==> config.mk <==
export PLATFORM = sky130hd
export DESIGN_NAME = dev_opll_wrq
export DESIGN_NICKNAME = d
export VERILOG_FILES = /design/src/rtl/msx_snd_pkg.sv /design/src/rtl/sync_fifo.sv /design/src/rtl/dev_opll_wrq.sv
export SDC_FILE = /design/constraint.sdc
export NUM_CORES = 1
export LEC_CHECK = 0
export ABC_AREA = 1
export CAP_MARGIN = 40
export CORE_MARGIN = 3
export CORE_UTILIZATION = 50
export CTS_CLUSTER_DIAMETER = 120
export DETAILED_ROUTE_END_ITERATION = 7
export PLACE_DENSITY = 0.7
export SYNTH_ARGS = -nofsm -noshare
export SYNTH_HDL_FRONTEND = slang
export SYNTH_SLANG_ARGS = --single-unit
==> constraint.sdc <==
create_clock -name clk -period 7.8 [get_ports clk]
set_clock_uncertainty 0.15 [all_clocks]
set_input_delay 1.17 -clock clk [delete_from_list [all_inputs] [get_ports clk]]
set_output_delay 1.17 -clock clk [all_outputs]
set_load 0.005 [all_outputs]
==> src/rtl/msx_snd_pkg.sv <==
// Shared types and timing constants for the MSX sound-chip write path.
package msx_snd_pkg;

   localparam int OPLL_ADDR_WAIT = 12;
   localparam int OPLL_DATA_WAIT = 84;
   localparam int OPLL_CHIP_W    = 3;

   typedef struct packed {
      logic [OPLL_CHIP_W-1:0] chip;
      logic                   a0;
      logic [7:0]             data;
   } opll_wr_t;

   typedef enum logic [1:0] {IDLE, STROBE, RELEASE} wrq_state_t;

endpackage

==> src/rtl/sync_fifo.sv <==
// Single-clock FIFO with wrap-bit pointers; push when full and pop when empty are ignored.
module sync_fifo #(
   parameter  int WIDTH = 8,
   parameter  int DEPTH = 16,
   localparam int AW    = $clog2(DEPTH)
) (
   input  logic             clk,
   input  logic             reset_n,
   input  logic             push,
   input  logic             pop,
   input  logic [WIDTH-1:0] din,
   output logic [WIDTH-1:0] dout,
   output logic             full,
   output logic             empty,
   output logic [AW:0]      count
);

   logic [WIDTH-1:0] mem [DEPTH];
   logic [AW:0]      wr_ptr;
   logic [AW:0]      rd_ptr;
   logic             do_push;
   logic             do_pop;

   assign full    = (wr_ptr[AW] != rd_ptr[AW]) && (wr_ptr[AW-1:0] == rd_ptr[AW-1:0]);
   assign empty   = (wr_ptr == rd_ptr);
   assign count   = wr_ptr - rd_ptr;
   assign do_push = push && !full;
   assign do_pop  = pop && !empty;
   assign dout    = mem[rd_ptr[AW-1:0]];

   always_ff @(posedge clk or negedge reset_n) begin
      if (!reset_n) begin
         wr_ptr <= '0;
         rd_ptr <= '0;
      end else begin
         if (do_push) wr_ptr <= wr_ptr + (AW+1)'(1);
         if (do_pop)  rd_ptr <= rd_ptr + (AW+1)'(1);
      end
   end

   always_ff @(posedge clk) begin
      if (do_push) mem[wr_ptr[AW-1:0]] <= din;
   end

endmodule

==> src/rtl/dev_opll_wrq.sv <==
// Write queue, per-chip timing scheduler and saturating output mixer for N OPLL-class FM chips.
module dev_opll_wrq
   import msx_snd_pkg::*;
#(
   parameter  int NUM_CHIPS = 3,
   parameter  int DEPTH     = 16,
   parameter  int ADDR_WAIT = OPLL_ADDR_WAIT,
   parameter  int DATA_WAIT = OPLL_DATA_WAIT,
   parameter  int OUT_SHIFT = 0,
   localparam int IW        = (NUM_CHIPS > 1) ? $clog2(NUM_CHIPS) : 1
) (
   input  logic                    clk,
   input  logic                    reset_n,
   input  logic                    ce_3m58,
   input  logic                    wr_req,
   input  logic [IW-1:0]           wr_chip,
   input  logic                    wr_a0,
   input  logic [7:0]              wr_data,
   output logic                    wr_ready,
   output logic [7:0]              drop_cnt,
   output logic [NUM_CHIPS-1:0]    chip_cs_n,
   output logic                    chip_wr_n,
   output logic                    chip_a0,
   output logic [7:0]              chip_d,
   input  logic [NUM_CHIPS*16-1:0] chip_snd,
   input  logic [NUM_CHIPS-1:0]    chip_en,
   output logic signed [15:0]      sound,
   output logic                    clip
);

   localparam int CW = $clog2(DATA_WAIT + 1);
   localparam int AW = 16 + $clog2(NUM_CHIPS) + 1;
   localparam int QW = $bits(opll_wr_t);
   localparam int NW = $clog2(DEPTH) + 1;
   localparam logic signed [AW-1:0] SAT_MAX = AW'(32767);
   localparam logic signed [AW-1:0] SAT_MIN = AW'(-32768);

   opll_wr_t                 wr_ent;
   opll_wr_t                 head;
   logic [QW-1:0]            head_raw;
   logic                     full;
   logic                     empty;
   logic [NW-1:0]            fifo_cnt;
   logic                     push;
   logic                     pop;
   logic                     chip_ok;
   logic                     head_blocked;
   logic [CW-1:0]            cnt [NUM_CHIPS];
   wrq_state_t               state;
   wrq_state_t               state_nx;
   logic [OPLL_CHIP_W-1:0]   cur_chip;
   logic [OPLL_CHIP_W-1:0]   cur_chip_nx;
   logic                     ce_seen;
   logic                     ce_seen_nx;
   logic [NUM_CHIPS-1:0]     cs_n_nx;
   logic                     wr_n_nx;
   logic                     a0_nx;
   logic [7:0]               d_nx;
   logic signed [AW-1:0]     acc;
   logic signed [AW-1:0]     acc_sh;
   logic signed [15:0]       lane;

   function automatic logic [16:0] sat16(input logic signed [AW-1:0] v);
      if (v > SAT_MAX)      return {1'b1, 16'h7FFF};
      else if (v < SAT_MIN) return {1'b1, 16'h8000};
      else                  return {1'b0, v[15:0]};
   endfunction

   assign chip_ok  = 32'(wr_chip) < NUM_CHIPS;
   assign push     = wr_req && !full && chip_ok;
   assign wr_ent   = '{chip: OPLL_CHIP_W'(wr_chip), a0: wr_a0, data: wr_data};
   assign head     = opll_wr_t'(head_raw);
   assign wr_ready = (fifo_cnt != NW'(DEPTH));

   sync_fifo #(.WIDTH(QW), .DEPTH(DEPTH)) u_fifo (
      .clk     (clk),
      .reset_n (reset_n),
      .push    (push),
      .pop     (pop),
      .din     (wr_ent),
      .dout    (head_raw),
      .full    (full),
      .empty   (empty),
      .count   (fifo_cnt)
   );

   always_ff @(posedge clk or negedge reset_n) begin
      if (!reset_n)                                 drop_cnt <= '0;
      else if (wr_req && !push && drop_cnt != 8'hFF) drop_cnt <= drop_cnt + 8'd1;
   end

   // The head's own counter gates issue; a blocked head stalls the whole queue to keep CPU order.
   always_comb begin
      head_blocked = 1'b0;
      for (int k = 0; k < NUM_CHIPS; k++)
         if (head.chip == OPLL_CHIP_W'(k) && cnt[k] != '0) head_blocked = 1'b1;
   end

   always_ff @(posedge clk or negedge reset_n) begin
      if (!reset_n) begin
         for (int k = 0; k < NUM_CHIPS; k++) cnt[k] <= '0;
      end else begin
         for (int k = 0; k < NUM_CHIPS; k++) begin
            if (state == RELEASE && cur_chip == OPLL_CHIP_W'(k))
               cnt[k] <= chip_a0 ? CW'(DATA_WAIT) : CW'(ADDR_WAIT);
            else if (ce_3m58 && cnt[k] != '0)
               cnt[k] <= cnt[k] - CW'(1);
         end
      end
   end

   always_ff @(posedge clk or negedge reset_n) begin
      if (!reset_n) begin
         state     <= IDLE;
         cur_chip  <= '0;
         ce_seen   <= 1'b0;
         chip_cs_n <= '1;
         chip_wr_n <= 1'b1;
         chip_a0   <= 1'b0;
         chip_d    <= '0;
      end else begin
         state     <= state_nx;
         cur_chip  <= cur_chip_nx;
         ce_seen   <= ce_seen_nx;
         chip_cs_n <= cs_n_nx;
         chip_wr_n <= wr_n_nx;
         chip_a0   <= a0_nx;
         chip_d    <= d_nx;
      end
   end

   always_comb begin
      state_nx    = state;
      cur_chip_nx = cur_chip;
      ce_seen_nx  = ce_seen;
      cs_n_nx     = chip_cs_n;
      wr_n_nx     = chip_wr_n;
      a0_nx       = chip_a0;
      d_nx        = chip_d;
      pop         = 1'b0;
      unique case (state)
         IDLE: begin
            if (!empty && !head_blocked) begin
               pop         = 1'b1;
               cur_chip_nx = head.chip;
               a0_nx       = head.a0;
               d_nx        = head.data;
               cs_n_nx     = ~(NUM_CHIPS'(1) << head.chip);
               wr_n_nx     = 1'b0;
               ce_seen_nx  = 1'b0;
               state_nx    = STROBE;
            end
         end
         // Release on the second master pulse so the strobe covers a full master period.
         STROBE: begin
            if (ce_3m58) begin
               if (ce_seen) begin
                  cs_n_nx  = '1;
                  wr_n_nx  = 1'b1;
                  state_nx = RELEASE;
               end else begin
                  ce_seen_nx = 1'b1;
               end
            end
         end
         RELEASE: state_nx = IDLE;
         default: state_nx = IDLE;
      endcase
   end

   always_comb begin
      acc  = '0;
      lane = '0;
      for (int k = 0; k < NUM_CHIPS; k++) begin
         lane = chip_snd[16*k +: 16];
         if (chip_en[k]) acc = acc + {{(AW-16){lane[15]}}, lane};
      end
      acc_sh = acc >>> OUT_SHIFT;
   end

   always_ff @(posedge clk or negedge reset_n) begin
      if (!reset_n) {clip, sound} <= '0;
      else          {clip, sound} <= sat16(acc_sh);
   end

endmodule

After elaboration in Yosys (flattened, before gate mapping)
Memories as Yosys holds them, arrays and structs flattened.
Index checks and enable logic that the tools add are counted.

cells by class
  equal/unequal tests = 14
  add/sub/neg operators = 9
  bitwise operators = 1
  reductions and logical operators = 35
  multiplexer cells = 33
  shift-type cells = 1
  $lt $le $gt $ge = 3

operators by type and width
  kind                    count
  $mux W19                3
  $mux W7                 7
  $add A19 B19 Y19        2
  $mux W17                2
  $reduce_bool A7 Y1      3
  $sub A7 B1 Y7 const B   3
  $gt A19 B16 Y1 const B  1
  $lt A19 B16 Y1 const B  1
  $logic_and A1 B1 Y1     17
  $mux W1                 11
  $add A5 B1 Y5 const B   2
  $mux W3                 3
  $add A8 B1 Y8 const B   1
  $ne A8 B8 Y1 const B    1
  $reduce_bool A2 Y1      4
  $eq A3 B1 Y1 const B    2
  $eq A3 B2 Y1 const B    2
  $logic_not A3 Y1        2
  $mux W2                 3
  $ne A2 B2 Y1 const B    3
  $pmux W3 S2             1
  $reduce_and A3 Y1       2
  $eq A5 B5 Y1            1
  $ne A5 B5 Y1 const B    1
  14 further kinds        18

word-level totals
  memories kept = 1
  register bits after elaboration = 75
  logic and storage cells = 112
  input bits = 66
  bits in writable memories = 176

memory list
  memory      depth  bits a word  rd ports  clocked after Yosys merged registers in  wr ports  line             source
  u_fifo.mem  16     11           1         0                                        1         sync_fifo.sv:18  logic [WIDTH-1:0] mem [DEPTH];

Depth between registers and ports, before layout
Gate-level depths: netlist (run 1).
An unclocked memory read counts as a cell.

  word-level depth = 11
  mapped depth = 32

Modules after synthesis
A second synthesis (run 1) with hierarchy kept.

unflattened totals
  cells, all modules = 1724
  area, all modules = 14590.2 um2

by module, submodules not included
  module        times used  seq. area each (um2)  area an instance (um2)  cells each
  sync_fifo     1           6015.8                9161.3                  932
  dev_opll_wrq  1           1631.6                5429.0                  792

Worst setup path before layout (run 1)
OpenSTA, ideal clock, no wires.

  path type = input to register
  start = input port chip_en[0]
  end = register sound[10]
  arrival = 4741 ps
  stages = 29
  required time = 7533 ps
  path slack = 2793 ps
  library setup time = 117 ps
  cell sequence = buf_6 -> clkbuf_1 -> nand2_1 -> inv_1 -> ha_1 -> fa_1 -> nand2_1 -> inv_1 -> o21ai_1 -> nand2_2 -> nand3_1 -> nand2_1 -> a21oi_1 -> xor2_1 -> o21ai_0 -> ha_1 -> nand2_1 -> inv_1 -> nand2_1 -> nor2_1 -> nand4_1 -> nand3_1 -> nor2_1 -> nor2_1 -> xnor2_4 -> inv_2 -> nand2_4 -> buf_6 -> nand2_1

on the way
  longest elaborated chain between the ends = 8
  elaborated cells on any way between the ends = 9
  those cells by class = 2 x add/sub; 2 x order compare; 5 x mux

RTL lines
  item                  line                 source
  start, declared       dev_opll_wrq.sv:26   input logic [NUM_CHIPS-1:0] chip_en,
  $mux W19 *            dev_opll_wrq.sv:176  if (chip_en[k]) acc = acc + {{(AW-16){lane[15]}}, lane};
  $add A19 B19 Y19      dev_opll_wrq.sv:176
  $mux W19 *            dev_opll_wrq.sv:176
  $add A19 B19 Y19      dev_opll_wrq.sv:176
  $mux W19 *            dev_opll_wrq.sv:176
  $lt A19 B16 Y1        dev_opll_wrq.sv:65   else if (v < SAT_MIN) return {1'b1, 16'h8000};
  $mux W17              dev_opll_wrq.sv:65
  $mux W17 *            dev_opll_wrq.sv:64   if (v > SAT_MAX) return {1'b1, 16'h7FFF};
  end signal, assigned  dev_opll_wrq.sv:183  else {clip, sound} <= sat16(acc_sh);
  end, declared         dev_opll_wrq.sv:27   output logic signed [15:0] sound,

Every way passes the cells marked *; elsewhere a longest branch is shown, timed or not.
A chain may end at the register's enable or synchronous reset.

Worst setup path after layout (run 1)
  start = input port chip_en[0]
  end = register sound[0]

Same word-level chain as after synthesis.

==> results.sh, run 1 <==
export IMPL_vias_per_cell=5.56
export IMPL_synth_mux_area_share_pct=0.0876
export IMPL_diodes=0
export IMPL_synth_seq_cells=250
export IMPL_synth_async_sr_flop_share_pct=29.6
export IMPL_critPathMaxFanout=24
export IMPL_hp_class="in2async"
export IMPL_antenna_left=0
export IMPL_reg2reg_slack_ns=3.78
export IMPL_netlist_top_cells_area="edfxtp_1 (41%), dfrtp_1 (14%), nand2_1 (7.9%)"
export IMPL_r2r_end="u_fifo.mem[13][9]"
export IMPL_firstDrtPassIters=5
export IMPL_pre_cts_ws_ns=2.03
export IMPL_wl_mm=32.2
export IMPL_clock_fmax_mhz=189
export IMPL_finalSetupViolCount=0
export IMPL_grt_usage_pct=23.0
export IMPL_synth_avg_cell_area_sq_um=9.39
export IMPL_wl_met3_mm=2.03
export IMPL_ctsHtreeMaxLevel=1
export IMPL_synth_edf_count=176
export IMPL_combPwrFrac_pct=38.3
export IMPL_synthDistinctLibCells=49
export IMPL_sw_frac_of_total_pct=37.7
export IMPL_start_util_pct=50.9
export IMPL_cts_buffers=24
export IMPL_die_w_um=166
export IMPL_synth_xor_xnor_area_share_pct=2.67
export IMPL_start_kind="input pin"
export IMPL_synth_compound_area_share_pct=12.0
export IMPL_power_frac_clock_pct=23.0
export IMPL_cap_violations=0
export IMPL_io_pins=105
export IMPL_endpoint_kind="flop"
export IMPL_switching_power_mw=1.80
export IMPL_hold_buffers=0
export IMPL_worst_pin_slew_ns=0.878
export IMPL_syn_num_nets=1482
export IMPL_wl_per_cell_um=17.7
export IMPL_startpoint="chip_en[0]"
export IMPL_intPower_mw=2.97
export IMPL_grt_max_degree=90
export IMPL_wl_met2_mm=15.7
export IMPL_cts_sinks=250
export IMPL_yosys_area_top_type="edfxtp_1"
export IMPL_antenna_found_initial=0
export IMPL_hold_ws_ns=0.326
export IMPL_relSlewSlack_pct=41.5
export IMPL_leakage_nw=6.18
export IMPL_yosys_area_share_simple_pct=19.6
export IMPL_syn_to_final_growth_pct=17.1
export IMPL_ys_seq_area_share_pct=55.6
export IMPL_clk_path_buf_depth=3
export IMPL_pwr_share_seq_pct=38.7
export IMPL_finalWorstSetupSlack_ns=2.51
export IMPL_grt_pass1_wl_mm=51.7
export IMPL_route_vias_total=10100
export IMPL_peakVddDrop_mv=0.214
export IMPL_drive_above_1_share_pct=6.83
export IMPL_floorplan_core_area_sq_um=25300
export IMPL_rr_worst_depth=10
export IMPL_cts_resized=0
export IMPL_num_nets_final=1589
export IMPL_synthFlopType="edfxtp_1"
export IMPL_rsz0062_at_grt="false"
export IMPL_post_route_util_pct=59.6
export IMPL_cp_arrival_ns=5.53
export IMPL_crit_required_ns=8.04
export IMPL_drt_iter0_drc=967
export IMPL_die_area_sq_um=27700
export IMPL_rows=58
export IMPL_fin_tns_setup_ns=0
export IMPL_clock_latency_ns=0.53
export IMPL_outcome="finished clean"
export IMPL_slew_viol_final=0
export IMPL_dpl_hpwl_mm=22.3
export IMPL_p_per_area_nw_per_um2=317
export IMPL_grt_pass1_vias=9703
export IMPL_fin_crit_sh_pct=67.8
export IMPL_drc=0
export IMPL_cts_clk_slew_worst_paths_ns=0.06
export IMPL_regToRegStartpoint="u_fifo.rd_ptr[2]"
export IMPL_fp_dieH_um=166
export IMPL_netlist_area_leader_share_pct=41.1
export IMPL_grt_remaining_overflow=0
export IMPL_synthCells=1369
export IMPL_cts_tree="yes"
export IMPL_place_congestion=0.929
export IMPL_min_period_ns=5.29
export IMPL_syn_area_sq_um=12800
export IMPL_yosys_warnings=0
export IMPL_crit_type="in2reg"
export IMPL_synth_top_family_by_area="simple AND/OR/NAND/NOR gates"
export IMPL_cts_setup_buffers=0
export IMPL_finalHoldViolCount=0
export IMPL_port_buffer_count=104
export IMPL_routed_top_layer="met4"
export IMPL_root_buffer="clkbuf_16"
export IMPL_wl_met1_mm=13.8
export IMPL_synthAdderAreaFrac_pct=4.69
-- worst max-delay path, stage by stage --
cell,delay [ns]
clkdlybuf4s50_1,0.40
buf_4,0.23
nand2_1,0.10
inv_1,0.04
ha_1,0.22
fa_1,0.40
nand2_1,0.08
inv_1,0.05
o21ai_1,0.14
nand2_2,0.11
nand3_1,0.11
nand2_1,0.10
a21oi_1,0.21
xor2_1,0.17
o21ai_0,0.16
ha_1,0.41
nand2_1,0.09
inv_1,0.10
nand2_1,0.07
nor2_1,0.14
nand4_1,0.10
nand3_1,0.11
nor2_1,0.05
nor2_1,0.27
xnor2_4,0.18
inv_2,0.07
nand2_4,0.16
nand2_1,0.09
-- stage by stage --
stage,cells,cell area (sq um),power [mW]
after detailed placement,1780,14300,3.69
after global routing,1824,15000,5.12
after global placement,1770,14200,3.63
final,1824,15000,4.77
after CTS,1824,15000,4.80
after floorplan,1369,12800,3.06
-- sequential cells by signal (all words and copies together), names as in the netlist --
signal / flops
ce_seen: 1
chip_a0: 1
chip_cs_n: 3
chip_d: 8
chip_wr_n: 1
clip: 1
cnt: 21
cur_chip: 2
drop_cnt: 8
sound: 16
state: 2
u_fifo.mem: 176
u_fifo.rd_ptr: 5
u_fifo.wr_ptr: 5
-- cell usage in the layout (no fill, tap or decap), types with 3 or more instances in the layout --
cell type,instances
o21ai_1,3
clkbuf_1,9
nand4_1,10
o21ai_0,148
o211ai_1,13
nand2_1,272
nand3_1,75
inv_2,3
clkinv_1,5
dfstp_2,4
o21a_1,6
a21o_1,3
xnor2_1,7
edfxtp_1,176
nor3_1,20
o221ai_1,13
clkdlybuf4s50_1,103
xor2_1,29
o22ai_1,32
inv_1,122
dfrtp_1,69
nor2_1,173
nand3_2,5
a31oi_1,8
buf_6,9
a21oi_1,38
ha_1,45
buf_4,13
nand2_2,12
nand2_4,4
clkinv_2,4
or2_2,4
nor2_2,5
clkbuf_16,24
-- power by group through the flow --
stage	clock network (mW)	registers, mW	logic (mW)
floorplan	0	1.81	1.25
global placement	0	1.87	1.77
detailed placement	0	1.87	1.82
CTS	1.12	1.85	1.83
global route	1.17	1.88	2.07
finish	1.10	1.85	1.83
-- worst max path at each step --
stage / end / slack [ns] / cells past startpoint
2_1_floorplan: sound[10] / 2.79 / 29
3_3_place_gp: clip / 2.13 / 29
3_5_place_dp: sound[4] / 2.03 / 28
4_1_cts: sound[0] / 2.56 / 28
5_1_grt: sound[12] / 2.08 / 28
6_report: sound[0] / 2.51 / 28
-- cells in the mapped netlist, types with 3 or more instances --
| master | n |
|---|---|
| nand4_1 | 10 |
| nand3_2 | 5 |
| inv_2 | 3 |
| inv_1 | 122 |
| o211ai_1 | 13 |
| nor2_1 | 177 |
| buf_4 | 4 |
| nand2_2 | 12 |
| nor3_1 | 20 |
| nand2_4 | 4 |
| buf_2 | 4 |
| o221ai_1 | 13 |
| or2_2 | 4 |
| dfrtp_1 | 70 |
| buf_6 | 3 |
| xnor2_1 | 7 |
| a21oi_1 | 38 |
| o22ai_1 | 32 |
| clkbuf_1 | 33 |
| o21ai_0 | 148 |
| nand2_1 | 272 |
| nand3_1 | 75 |
| a31oi_1 | 8 |
| ha_1 | 45 |
| xor2_1 | 29 |
| dfstp_2 | 4 |
| o21ai_1 | 3 |
| o21a_1 | 6 |
| a21o_1 | 3 |
| edfxtp_1 | 176 |
-- cell type report --
cell class                      count  area, sq um
Fill cell                        2154        10200
Sequential cell                   250         7140
Multi-Input combinational cell    946         5020
Timing Repair Buffer              126         1240
Clock buffer                       35          662
Inverter                          128          483
Tap cell                          330          413
Clock inverter                      9         77.6
-- metal layers --
metal / GRT usage [%] / vias to the layer above
met5: 0 / -
met1: 31.7 / 4794
met4: 5.60 / 0
met3: 2.76 / 52
li1: - / 4906
met2: 39.5 / 383
-- kinds of logic after synthesis --
family                   after synthesis
AO/OA/AOI/OAI                        272
XOR/XNOR                              37
adder cells (fa/ha/maj)               47
buffers and inverters                173
flip-flops                           250
multiplexers                           1
AND/OR/NAND/NOR                      589
No activity file was read; power rests on OpenSTA's default activity.
==> run 2, diff against run 1 <==
PLACE_DENSITY = 0.73   (was 0.7)
clock period = 4.3 ns   (was 7.8 ns; I/O delays follow)
==> run 2 against run 1 <==
  * Register-to-register slack worse by 2.9 ns
  * Worst setup slack worse by 2.4 ns
  * Critical path depth is 3 higher
  * Via count is 8.7% higher
  * Combinational power is 110% higher
  * Sequential share of layout area is 4.7 points lower
  * Total power is 92% higher
  * Global-route usage is 1.9 points higher
  * Worst hold slack hardly changed
  * Routed wire length is 10% higher
  * Critical path type unchanged
  * Largest cell class unchanged
  * Largest power group is now combinational logic
==> results.sh, run 2 (synthesis gave the netlist of run 1 again) <==
export IMPL_outcome="finished clean"
export IMPL_crit_type="in2reg"
export IMPL_largest_register_ffs=176
export IMPL_floorplan_core_area_sq_um=25300
export IMPL_ctsHtreeMaxLevel=1
export IMPL_max_stage_delay_ns=0.42
export IMPL_start_util_pct=50.9
export IMPL_hp_class="reg2reg"
export IMPL_wl_per_cell_um=17.9
export IMPL_port_buffer_count=104
export IMPL_cts_buffers=25
export IMPL_dpl_hpwl_mm=23.7
export IMPL_worst_pin_slew_ns=0.860
export IMPL_route_vias_total=11000
export IMPL_syn_to_final_growth_pct=30.1
export IMPL_drt_iter0_drc=964
export IMPL_firstDrtPassIters=6
export IMPL_grt_remaining_overflow=0
export IMPL_mostFrequentLayoutCells="nand2_1 (255), buf_4 (183), edfxtp_1 (176)"
export IMPL_use_met3_pct=2.83
export IMPL_clock_latency_ns=0.53
export IMPL_regArea_sq_um=7140
export IMPL_critPathMaxFanout=5
export IMPL_crit_path_frequent_cell="buf_4"
export IMPL_p_per_area_nw_per_um2=549
export IMPL_cts_sinks=250
export IMPL_pre_cts_ws_ns=-0.850
export IMPL_slew_viol_final=0
export IMPL_finalWorstSetupSlack_ns=0.139
export IMPL_fin_crit_sh_pct=96.8
export IMPL_finalSetupViolCount=0
export IMPL_grt_met1_usage_pct=32.3
export IMPL_root_buffer="clkbuf_16"
export IMPL_clock_fmax_mhz=240
export IMPL_rows=58
export IMPL_finalHoldViolCount=0
export IMPL_relSlewSlack_pct=42.7
export IMPL_io_pins=105
export IMPL_grt_usage_pct=24.9
export IMPL_endpoint_kind="flop"
export IMPL_grt_pass1_wl_mm=56.4
export IMPL_vias_per_cell=5.53
export IMPL_cts_clk_slew_worst_paths_ns=0.06
export IMPL_antenna_found_initial=0
export IMPL_multi_input_area_sq_um=5440
export IMPL_place_congestion=0.961
export IMPL_dp_cells=1919
export IMPL_drive_above_1_share_pct=20.0
export IMPL_grt_max_degree=90
export IMPL_wl_mm=35.6
export IMPL_finalNonFillerCells=1991
export IMPL_cp_arrival_ns=4.42
export IMPL_grt_pass1_vias=11100
export IMPL_leakage_nw=7.07
export IMPL_diodes=0
export IMPL_layout_commonest_cell="nand2_1"
export IMPL_cts_tree="yes"
export IMPL_antenna_left=0
export IMPL_peakVddDrop_mv=0.332
export IMPL_hold_ws_ns=0.326
export IMPL_die_area_sq_um=27700
export IMPL_critPathSlowestCell="clkdlybuf4s50_1"
export IMPL_fill_cells=1938
export IMPL_busiest_layer="met2"
export IMPL_gr_usage_met2_pct=43.5
export IMPL_clk_path_buf_depth=3
export IMPL_die_w_um=166
export IMPL_min_period_ns=4.16
export IMPL_crit_required_ns=4.56
export IMPL_cap_violations=0
export IMPL_num_nets_final=1756
export IMPL_fp_dieH_um=166
export IMPL_drc=0
export IMPL_start_kind="input pin"
## run 2: cell count changes in the layout (fill, tap and decap cells not counted), moves of 7 or more
cell	before	now
buf_4	13	183
nand2_2	12	29
nand3_1	75	67
o21ai_1	3	11
a21oi_1	38	30
buf_6	9	2
ha_1	45	29
o21ai_0	148	137
nand3_2	5	13
a21oi_2	0	7
nand2_1	272	255
ha_4	0	15
## run 2: area by class of cell
cell class	instances	area share, %
Multi-Input combinational cell	948	32.6
Clock inverter	11	0.681
Sequential cell	250	42.7
Tap cell	330	2.47
Timing Repair Buffer	290	14.7
Inverter	128	2.89
Clock buffer	34	3.94
## run 2: timing repair
item                                   in CTS  in global routing
gates resized for setup                    20                 73
setup endpoints to repair                  16                 17
buffers inserted                           18                  6
hold buffers                                1                  0
pin swaps                                  19                 30
gates cloned                                1                  1
endpoints found under the hold margin      37                  0
## run 2: worst paths after layout
path                                        from          endpoint  slack, ns  depth (start not counted)
worst min-delay path                   chip_d[0]         chip_d[0]       0.33                          2
worst max register to register  u_fifo.rd_ptr[2]  u_fifo.mem[6][7]       0.88                         11
min in group asynchronous                reset_n            cnt[8]       0.49                          2
max in group asynchronous                reset_n         chip_wr_n       2.86                          3
worst min register to register         chip_d[0]         chip_d[0]       0.33                          2
worst max-delay path                 chip_snd[1]         sound[10]       0.14                         31
## run 2: report_power, final
group          total [mW]  internal, mW  switching, mW  leakage (nW)
clock network        2.08          1.20          0.881         0.376
logic                3.82          1.48           2.34          4.22
registers            3.29          3.04          0.243          2.47
## run 2: routing by layer
metal | wire length [um] | share of wire, %
met5 | 0 | 0
met4 | 1220 | 3.4
met3 | 2040 | 5.7
met2 | 17700 | 50
met1 | 14700 | 41
## run 2: worst max-delay path: cells and delay by family
family                     cells  cell delay (ns)
adders and majority gates      1             0.36
buffers and inverters         17             2.25
and+or+nand+nor                9             0.62
xor gates and xnor gates       1             0.19
AOI/OAI and AO/OA              3             0.36
## run 2: stage by stage
step	area (sq um)	total power [mW]	utilization, %	TNS [ns]
6_report	16700	9.18	66.2	0
5_1_grt	16700	9.77	66.2	-0.0297
4_1_cts	16300	9.09	64.6	0
3_5_place_dp	15300	6.94	60.7	-13.49
3_3_place_gp	15300	6.81	60.6	-13.55
2_1_floorplan	12900	5.55	-	0
==> run 3, diff against run 2 <==
CORE_ASPECT_RATIO = 0.7   (was not set)
PLACE_DENSITY = 0.71   (was 0.73)
==> run 3 against run 2 <==
  * Worst setup slack improved by 0.090 ns
  * Cell area fell by 2.5%
  * Sequential power barely moved
  * Critical path depth fell by 6
  * Utilization fell by 0.93 points
  * Largest power group unchanged
  * Critical path type unchanged
  * Die area rose by 0.11%
  * Critical endpoint is now sound[11]
  * Clock-buffer cell count did not move
  * Global-route usage fell by 0.42 points
  * Sequential share of layout area rose by 1.1 points
  * Maximum frequency rose by 2.2%
  * Final cell count fell by 2.1%
==> results.sh, run 3 (synthesis gave the netlist of run 1 again) <==
export IMPL_ctsHtreeMaxLevel=1
export IMPL_crit_type="in2reg"
export IMPL_layout_commonest_cell="nand2_1"
export IMPL_critPathMaxFanout=8
export IMPL_port_buffer_count=104
export IMPL_wl_per_cell_um=17.6
export IMPL_relSlewSlack_pct=44.0
export IMPL_dpl_hpwl_mm=24.4
export IMPL_mostFrequentLayoutCells="nand2_1 (256), edfxtp_1 (176), nor2_1 (173)"
export IMPL_floorplan_core_area_sq_um=25000
export IMPL_peakVddDrop_mv=0.522
export IMPL_grt_pass1_vias=9868
export IMPL_cap_violations=0
export IMPL_cts_tree="yes"
export IMPL_max_stage_delay_ns=0.40
export IMPL_antenna_found_initial=2
export IMPL_drive_above_1_share_pct=17.4
export IMPL_cts_buffers=25
export IMPL_largest_register_ffs=176
export IMPL_clock_fmax_mhz=246
export IMPL_worst_pin_slew_ns=0.841
export IMPL_firstDrtPassIters=5
export IMPL_cp_arrival_ns=4.32
export IMPL_outcome="finished clean"
export IMPL_drt_iter0_drc=1045
export IMPL_io_pins=105
export IMPL_endpoint_kind="flop"
export IMPL_fill_cells=1986
export IMPL_min_period_ns=4.07
export IMPL_syn_to_final_growth_pct=26.9
export IMPL_leakage_nw=6.89
export IMPL_clk_path_buf_depth=3
export IMPL_hold_ws_ns=0.319
export IMPL_antenna_left=0
export IMPL_grt_max_degree=90
export IMPL_p_per_area_nw_per_um2=556
export IMPL_hp_class="reg2reg"
export IMPL_crit_path_frequent_cell="nand2_1"
export IMPL_wl_mm=34.3
export IMPL_grt_pass1_wl_mm=53.9
export IMPL_num_nets_final=1720
export IMPL_die_area_sq_um=27700
export IMPL_cts_sinks=250
export IMPL_grt_usage_pct=24.5
export IMPL_p_total_mw=9.07
export IMPL_rows=48
export IMPL_fin_crit_sh_pct=94.7
export IMPL_cp_num_buf_inv=5
export IMPL_clock_latency_ns=0.51
export IMPL_critical_path_top_delay_family="simple AND/OR/NAND/NOR gates"
export IMPL_finalSetupViolCount=0
export IMPL_start_kind="input pin"
export IMPL_crit_required_ns=4.55
export IMPL_start_util_pct=51.4
export IMPL_finalHoldViolCount=0
export IMPL_root_buffer="clkbuf_16"
export IMPL_drc=0
export IMPL_grt_remaining_overflow=0
export IMPL_fp_dieH_um=140
export IMPL_diodes=0
export IMPL_place_congestion=0.966
export IMPL_route_vias_total=10600
export IMPL_die_w_um=198
export IMPL_slew_viol_final=0
export IMPL_critPathSlowestCell="clkdlybuf4s50_1"
export IMPL_cts_clk_slew_worst_paths_ns=0.07
export IMPL_vias_per_cell=5.43
==> run 3: metrics by stage <==
stage	setup slack [ns]	setup TNS [ns]	utilization [%]	instances	area, sq um
after global placement	-0.621	-10.29	60.7	1897	15200
after CTS	0.00711	0	64.4	1948	16100
final	0.229	0	65.3	1950	16300
after floorplan	0.00437	0	-	1369	12900
after detailed placement	-0.668	-10.69	60.8	1898	15200
after global routing	-0.0497	-0.463	65.3	1950	16300
==> run 3: cell type report <==
cell class / count / area [sq um] / share of cell area, %
clock buffers: 34 / 689 / 4.23
well taps: 325 / 407 / 2.49
flip-flops and latches: 250 / 7140 / 43.8
multi-input cells: 948 / 5300 / 32.5
inverters: 128 / 485 / 2.98
repair buffers: 254 / 2190 / 13.4
clock inverters: 11 / 85.1 / 0.522
==> run 3: worst paths after layout <==
path,to,slack [ns],startpoint,cells past startpoint
min in group asynchronous,cnt[8],0.49,reset_n,2
hold reg to reg,chip_d[1],0.32,chip_d[1],2
setup / recovery,sound[11],0.23,chip_snd[10],25
setup reg to reg,chip_d[0],0.91,u_fifo.rd_ptr[1],15
hold / removal,chip_d[1],0.32,chip_d[1],2
max in group asynchronous,chip_cs_n[1],2.87,reset_n,3
==> run 3: timing repair <==
action | in CTS | in global routing
endpoints found under the setup margin | 16 | 17
hold buffers | 1 | 0
pin swaps | 11 | 26
setup buffers | 2 | 2
hold endpoints to repair | 34 | 0
resized for setup | 21 | 52
cloned | 2 | 0
==> run 3: per-layer routing <==
layer	routed length [um]	up-vias	global-route usage (%)
met5	23	-	0
met1	16800	5029	38.8
met4	536	4	4.61
met3	2360	49	4.47
met2	14600	338	35.6
li1	-	5178	-
==> run 3: report_power, final <==
group	switching (mW)	total, mW	internal (mW)
combinational	2.26	3.67	1.41
clock	0.898	2.08	1.18
sequential	0.277	3.32	3.04
total	3.43	9.07	5.63
==> run 3: worst reg2reg max path, stage by stage, from the launching register on <==
cell and delay, ns:
dfrtp_1 0.58, inv_1 0.17, buf_4 0.42, o21ai_0 0.23
o22ai_1 0.17, nand2_1 0.07, nand2_1 0.05, inv_1 0.03
nand2_1 0.17, inv_1 0.10, nand3_1 0.08, nand2_1 0.10
nor2_4 0.50, inv_2 0.28, nand2_1 0.11, nand2_1 0.06
